### config.mk
export PLATFORM = sky130hd
export DESIGN_NAME = sram_controller
export DESIGN_NICKNAME = d
export VERILOG_FILES = /design/src/rtl/sram_controller.sv
export SDC_FILE = /design/constraint.sdc
export NUM_CORES = 1
export LEC_CHECK = 0
export CAP_MARGIN = 40
export CORE_MARGIN = 1.5
export CORE_UTILIZATION = 40
export CTS_BUF_LIST = sky130_fd_sc_hd__clkbuf_4
export DETAILED_ROUTE_END_ITERATION = 6
export PLACE_DENSITY = 0.71
export SYNTH_ARGS = -nofsm -noshare
export SYNTH_HDL_FRONTEND = slang
export SYNTH_SLANG_ARGS = --single-unit
### constraint.sdc
create_clock -name clk -period 5.4 [get_ports clk]
set_clock_uncertainty 0.2 [all_clocks]
set_input_delay 1.08 -clock clk [delete_from_list [all_inputs] [get_ports clk]]
set_output_delay 1.08 -clock clk [all_outputs]
set_load 0.02 [all_outputs]
### src/rtl/sram_controller.sv
// Splits each 32-bit MEM-stage access into two 16-bit asynchronous SRAM accesses and stalls via ready.
// Optional access counters are enabled by defining SRAM_CTRL_COUNT_EN.
module sram_controller #(
  parameter int          WAIT_CYCLES = 2,
  parameter logic [31:0] BASE_ADDR   = 32'd1024
) (
  input  logic        clk,
  input  logic        rst,
`ifdef SRAM_CTRL_COUNT_EN
  output logic [15:0] rd_count,
  output logic [15:0] wr_count,
`endif
  input  logic        MEM_R_EN,
  input  logic        MEM_W_EN,
  input  logic [31:0] ALU_Res,
  input  logic [31:0] Val_RM,
  output logic [31:0] Mem_out,
  output logic        ready,
  output logic [17:0] SRAM_ADDR,
  output logic [15:0] SRAM_DQ_out,
  output logic        SRAM_DQ_oe,
  input  logic [15:0] SRAM_DQ_in,
  output logic        SRAM_WE_N,
  output logic        SRAM_OE_N
);

  typedef enum logic [2:0] {IDLE, RD_LO, RD_HI, WR_LO, WR_HI, DONE} state_t;

  localparam logic [3:0] LAST = 4'(WAIT_CYCLES - 1);

  state_t      state;
  logic [3:0]  cnt;
  logic [31:0] offs;
  logic [16:0] req_word;
  logic [15:0] req_hi;
  logic        unused_offs;

  // Bits above the 17-bit word index are dropped, giving wrap-around.
  assign offs        = ALU_Res - BASE_ADDR;
  assign unused_offs = ^{offs[31:19], offs[1:0]};

  assign ready = ((state == IDLE) && !MEM_R_EN && !MEM_W_EN) || (state == DONE);

  // Request capture: only the upper write half is needed after the first phase.
  always_ff @(posedge clk) begin
    if (state == IDLE && (MEM_R_EN || MEM_W_EN)) begin
      req_word <= offs[18:2];
      req_hi   <= Val_RM[31:16];
    end
  end

  // Sequencer: SRAM pins are registered and updated on each state transition.
  always_ff @(posedge clk or posedge rst) begin
    if (rst) begin
      state       <= IDLE;
      cnt         <= 4'd0;
      Mem_out     <= 32'd0;
      SRAM_ADDR   <= 18'd0;
      SRAM_DQ_out <= 16'd0;
      SRAM_DQ_oe  <= 1'b0;
      SRAM_WE_N   <= 1'b1;
      SRAM_OE_N   <= 1'b1;
`ifdef SRAM_CTRL_COUNT_EN
      rd_count    <= 16'd0;
      wr_count    <= 16'd0;
`endif
    end else begin
      case (state)
        IDLE: begin
          cnt <= 4'd0;
          if (MEM_W_EN) begin
            state       <= WR_LO;
            SRAM_ADDR   <= {offs[18:2], 1'b0};
            SRAM_DQ_out <= Val_RM[15:0];
            SRAM_DQ_oe  <= 1'b1;
            SRAM_WE_N   <= 1'b0;
          end else if (MEM_R_EN) begin
            state     <= RD_LO;
            SRAM_ADDR <= {offs[18:2], 1'b0};
            SRAM_OE_N <= 1'b0;
          end
        end
        RD_LO: begin
          if (cnt == LAST) begin
            Mem_out[15:0] <= SRAM_DQ_in;
            state         <= RD_HI;
            cnt           <= 4'd0;
            SRAM_ADDR     <= {req_word, 1'b1};
          end else begin
            cnt <= cnt + 4'd1;
          end
        end
        RD_HI: begin
          if (cnt == LAST) begin
            Mem_out[31:16] <= SRAM_DQ_in;
            state          <= DONE;
            SRAM_OE_N      <= 1'b1;
`ifdef SRAM_CTRL_COUNT_EN
            rd_count       <= rd_count + 16'd1;
`endif
          end else begin
            cnt <= cnt + 4'd1;
          end
        end
        WR_LO: begin
          if (cnt == LAST) begin
            state       <= WR_HI;
            cnt         <= 4'd0;
            SRAM_ADDR   <= {req_word, 1'b1};
            SRAM_DQ_out <= req_hi;
            SRAM_WE_N   <= 1'b0;
          end else begin
            cnt       <= cnt + 4'd1;
            // Strobe rises for the final cycle so address/data outlast it.
            SRAM_WE_N <= (cnt + 4'd1 == LAST);
          end
        end
        WR_HI: begin
          if (cnt == LAST) begin
            state      <= DONE;
            SRAM_WE_N  <= 1'b1;
            SRAM_DQ_oe <= 1'b0;
`ifdef SRAM_CTRL_COUNT_EN
            wr_count   <= wr_count + 16'd1;
`endif
          end else begin
            cnt       <= cnt + 4'd1;
            SRAM_WE_N <= (cnt + 4'd1 == LAST);
          end
        end
        DONE: begin
          state <= IDLE;
          cnt   <= 4'd0;
        end
        default: begin
          state <= IDLE;
          cnt   <= 4'd0;
        end
      endcase
    end
  end

endmodule

==> flow_metrics.tcl, run 1 <==
set metrics [dict create \
    synth_top_family_by_area "multiplexers" \
    worstHoldPathType "flip-flop to flip-flop" \
    hold_buffers 0 \
    die_w_um 111 \
    mostFrequentLayoutCells "138 x clkdlybuf4s50_1, 74 x dfrtp_1, 33 x edfxtp_1" \
    ys_seq_area_share_pct 62.3 \
    rsz0062_at_grt "false" \
    insertedDiodeCount 0 \
    start_kind "input port" \
    cts_sinks 109 \
    netlist_area_um2 4650 \
    hold_ws_ns 0.277 \
    drtPass1Iterations 4 \
    finalWorstSetupSlack_ns 1.34 \
    worstMarginPinSlew_ns 0.780 \
    critPathTopFamily "buffers and inverters" \
    max-slew-margin-rel_pct 48.0 \
    clkSlewWorstSetupHoldPaths_ns 0.15 \
    synthArstFlopShare_pct 69.7 \
    post_cts_resized 0 \
    ant_nets 0 \
    crit_type "input port to output pin" \
    drt_wl_total_um 10200 \
    boundaryPins 154 \
    drt-initial-drc-count 218 \
    syn_avg_cell_area_um2 13.1 \
    num_vias 3215 \
    r2r_setup_slack_ns 2.42 \
    postCtsSetupRepairBufs 0 \
    yosys.area_share.adder_pct 1.08 \
    first_global_vias 3321 \
    synthFlopType "dfrtp_1" \
    p_leak_nw 2.66 \
    yosysUniqueCellTypes 50 \
    ys_warn_count 0 \
    htreeDepth 3 \
    end_kind "output pin" \
    maxCapViolations 0 \
    hold_viol 0 \
    drc 0 \
    area_growth_pct 35.3 \
    synth-edff-count 33 \
    finalCritPeriodShare_pct 75.2 \
    syn-instance-count 355 \
    worst-path-max-fanout 7 \
    viasPerCell 5.04 \
    power.density_nw_per_um2 601 \
    core_area_um2 11400 \
    synth_xor_area_share_pct 2.07 \
    fin_crit_ns 4.06 \
    post-dp-hpwl_um 7030 \
    status "finished, final reports clean" \
    grt_max_degree 43 \
    routedWlPerCell_um 15.9 \
    port_buffers 138 \
    die_area_um2 12300 \
    path_cells "clkdlybuf4s50_1 > nor4_1 > a21oi_1 > nor2_1 > clkdlybuf4s50_1" \
    mostFrequentLayoutCell "clkdlybuf4s50_1" \
    antenna_found_initial 0 \
    synthSimpleGateAreaFrac_pct 8.54 \
    drive_above_1_share_pct 11.9 \
    synth-seq-cells 109 \
    design_power_total_mw 3.78 \
    die_y_um 111 \
    track_usage_pct 17.3 \
    worstPathArrival_ns 2.78 \
    cts_root_buf "clkbuf_4" \
    cts_buffer_depth 2 \
    gr-total-overflow 0 \
    synth_compound_area_share_pct 9.32 \
    nNetsFinal 578 \
    cts_tree "done" \
    path_buf_inv 2 \
    place_congestion 0.764 \
    numCtsBuffers 9 \
    std_cell_rows 39 \
    tns_ns 0 \
    start_util_pct 40.9 \
    synth_nets 443 \
    irDropWorstVdd_v 0.000287 \
    finalSetupViolations 0 \
    crit_required_ns 4.12 \
    slowest_stage "clkdlybuf4s50_1" \
    crit_top_cell "clkdlybuf4s50_1" \
    slowest_delay_ns 0.64 \
    dp_slack_ns 1.36 \
    clock.fmax_ghz 0.246 \
    slew_violations 0 \
    clock_latency_ns 0.48 \
    muxShareOfSynthArea_pct 12.1 \
    grt_pass1_wl_um 16800 \
]
-- registers in the layout, indices dropped and copies added (netlist names), 3 cells and up --
signal,count
Mem_out,32
SRAM_ADDR,18
req_word,17
SRAM_DQ_out,16
req_hi,16
cnt,4
state,3
-- metal layers --
layer  part of all wire [%]  GRT usage (%)  vias to the layer above
met4                    1.7           7.52                        0
met3                    4.3           3.44                       14
met2                     47           27.3                       92
li1                       -              -                     1546
met1                     47           23.3                     1563
met5                      0              0                        -
-- worst min-delay path, delay by kind of cell, from the launching register on --
kind	cells	cell delay, ns
DFF	1	0.40
buffers and inverters	1	0.05
AOI/OAI and AO/OA	1	0.05
-- logic make-up (layout without fill, tap and decap cells) --
group | after synthesis | in the layout
AO/OA/AOI/OAI | 70 | 70
XOR/XNOR | 11 | 11
adder cells (fa/ha/maj) | 4 | 4
buffers and inverters | 44 | 184
flip-flops | 109 | 109
multiplexers | 49 | 49
AND/OR/NAND/NOR | 68 | 68
-- stage by stage --
stage / area (um2) / util (%) / instances
after floorplan: 4650 / - / 355
after global placement: 6130 / 53.9 / 622
after detailed placement: 6130 / 53.9 / 622
after CTS: 6290 / 55.3 / 638
after global routing: 6290 / 55.3 / 638
final: 6290 / 55.3 / 638
-- report_power, final --
part	leakage (nW)	internal, mW	switching [mW]	total, mW
sequential	1.20	1.23	0.240	1.47
combinational	1.38	0.896	0.945	1.84
clock	0.0865	0.194	0.268	0.462
-- cell type report --
type                    count  area [um2]
multi-input cells         202        1550
clock buffers              10        75.1
well taps                 143         179
clock inverters             6        85.1
repair buffers            141        1400
inverters                  27         103
flip-flops and latches    109        2900
fillers                  1037        5080
-- cells in the mapped netlist, types with 4 or more instances --
master    count  area share, %
dfrtp_1      74             40
mux2i_1      17            3.7
nor2_1       11           0.89
xnor2_1       5           0.94
ha_1          4            1.1
inv_1        26            2.1
xor2_1        6            1.1
o22ai_1      11            1.5
nand3b_1      5           0.81
nand2_1      27            2.2
mux2_4        9            2.9
o21ai_0      22            2.4
mux2_2       23            5.6
clkbuf_1      6           0.48
buf_2         6           0.65
edfxtp_1     33             21
a21oi_1      15            1.6
-- final timing paths --
check,endpoint,from,cells past startpoint
max in group asynchronous,SRAM_WE_N,rst,3
min reg2reg,SRAM_OE_N,SRAM_OE_N,2
min,SRAM_OE_N,SRAM_OE_N,2
max,ready,MEM_W_EN,5
min in group asynchronous,SRAM_ADDR[10],rst,2
max reg2reg,req_hi[3],state[1],3
Power figures use the tool's default switching activity.
==> run 2: changes to the inputs <==
==> constraint.sdc (replaced) <==
create_clock -name clk -period 3.9 [get_ports clk]
set_clock_uncertainty 0.2 [all_clocks]
set_input_delay 0.78 -clock clk [delete_from_list [all_inputs] [get_ports clk]]
set_output_delay 0.78 -clock clk [all_outputs]
set_load 0.02 [all_outputs]
==> flow_metrics.tcl, run 2 (same netlist as run 1, synthesis figures left out) <==
set metrics [dict create \
    fin_cells 641 \
    start_util_pct 40.9 \
    htreeDepth 3 \
    boundaryPins 154 \
    min-delay-start "SRAM_OE_N" \
    ant_nets 0 \
    std_cell_rows 39 \
    status "finished, final reports clean" \
    numCtsBuffers 9 \
    clock.fmax_ghz 0.299 \
    end_kind "output pin" \
    postCtsSetupRepairBufs 0 \
    grt_pass1_wl_um 17200 \
    insertedDiodeCount 0 \
    drtPass1Iterations 4 \
    tns_ns 0 \
    utilization_pct 55.5 \
    cts_root_buf "clkbuf_4" \
    mostFrequentLayoutCells "138 x clkdlybuf4s50_1, 74 x dfrtp_1, 33 x edfxtp_1" \
    rr_startpoint "state[1]" \
    port_buffers 138 \
    die_y_um 111 \
    crit_required_ns 2.92 \
    finalInstanceArea_um2 6310 \
    design_power_total_mw 5.21 \
    core_area_um2 11400 \
    max-slew-margin-rel_pct 50.7 \
    r2r_end "req_hi[6]" \
    hold_viol 0 \
    min_to "SRAM_OE_N" \
    power.density_nw_per_um2 826 \
    drc 0 \
    fin_crit_ns 3.35 \
    gr-total-overflow 0 \
    hold_buffers 0 \
    maxCapViolations 0 \
    min_path_cells 2 \
    nNetsFinal 581 \
    finalSetupViolations 0 \
    cts_tree "done" \
    placed_cells 625 \
    regMostFlops "Mem_out" \
    crit_top_cell "clkdlybuf4s50_1" \
    drt-initial-drc-count 139 \
    path_cells "clkdlybuf4s50_1 > nor4_1 > a21oi_1 > nor2_1 > clkdlybuf4s50_1" \
    worst-path-max-fanout 2 \
    slowest_delay_ns 0.64 \
    largest_register_ffs 32 \
    dp_slack_ns 0.370 \
    antenna_found_initial 0 \
    slowest_stage "clkdlybuf4s50_1" \
    finalCritPeriodShare_pct 85.8 \
    critPathTopFamily "buffers and inverters" \
    clock_latency_ns 0.45 \
    finalWorstSetupSlack_ns 0.554 \
    die_w_um 111 \
    path_buf_inv 2 \
    hold_ws_ns 0.274 \
    die_area_um2 12300 \
    post-dp-hpwl_um 7370 \
    irDropWorstVdd_v 0.000457 \
    mostFrequentLayoutCell "clkdlybuf4s50_1" \
    place_congestion 0.742 \
    area_growth_pct 35.8 \
    num_vias 3234 \
    start_kind "input port" \
    place_area_um2 6160 \
    clkSlewWorstSetupHoldPaths_ns 0.15 \
    grt_max_degree 43 \
    routedWlPerCell_um 16.2 \
    track_usage_pct 17.6 \
    top_regs "Mem_out: 32 flops, SRAM_ADDR: 18 flops, req_word: 17 flops" \
    rsz0062_at_grt "false" \
    worstHoldPathType "flip-flop to flip-flop" \
    cts_sinks 109 \
    worstPathArrival_ns 2.37 \
    worstMarginPinSlew_ns 0.739 \
    post_cts_resized 0 \
    worstRegToRegCells 3 \
    viasPerCell 5.05 \
    p_leak_nw 2.67 \
    crit_type "input port to output pin" \
    cts_buffer_depth 2 \
    r2r_setup_slack_ns 1.12 \
    first_global_vias 3378 \
    drt_wl_total_um 10400 \
    drive_above_1_share_pct 12.7 \
    slew_violations 0 \
]
run 2: cell count changes in the layout (fill, tap and decap cells not counted), sizes merged:
cell | previous run | this run
buf | 3 | 6
bufinv | 2 | 1
clkinvlp | 0 | 1
run 2: how the worst max path moves through the flow:
stage / start / endpoint / slack, ns / cells after the start
CTS: MEM_W_EN / ready / 0.56 / 5
detailed placement: MEM_W_EN / SRAM_ADDR[17] / 0.37 / 6
finish: MEM_W_EN / ready / 0.55 / 5
global placement: MEM_W_EN / req_hi[7] / 0.45 / 6
global route: state[2] / ready / 0.46 / 4
floorplan: rst / Mem_out[0] / 0.98 / 1
run 2: area by class of cell:
| type | count | area (um2) |
|---|---|---|
| clock buffer | 10 | 75.1 |
| clock inverter | 6 | 70.1 |
| fill | 1014 | 5060 |
| inverter | 27 | 103 |
| multi-input combinational | 202 | 1550 |
| sequential | 109 | 2900 |
| tap | 143 | 179 |
| timing repair buffer | 144 | 1440 |
run 2: routing by layer:
metal  global-route usage, %  up-vias  share of wire [%]
met4                    4.70        0                1.2
met3                    4.65        9                5.0
met5                       0        -                  0
met2                    29.0      106                 48
li1                        -     1548                  -
met1                    23.2     1571                 46
run 2: worst reg2reg max path, delay by kind of cell (launching register included):
| kind | cells | cell delay, ns |
|---|---|---|
| buffers and inverters | 2 | 1.03 |
| flip-flops | 1 | 0.83 |
| AND/OR/NAND/NOR | 1 | 0.48 |
run 2: where the power goes:
part | internal, mW | total (mW) | switching, mW | leakage (nW)
Sequential | 1.71 | 2.04 | 0.329 | 1.20
Clock | 0.209 | 0.586 | 0.377 | 0.0766
Combinational | 1.26 | 2.59 | 1.32 | 1.39
Total | 3.18 | 5.21 | 2.03 | 2.67
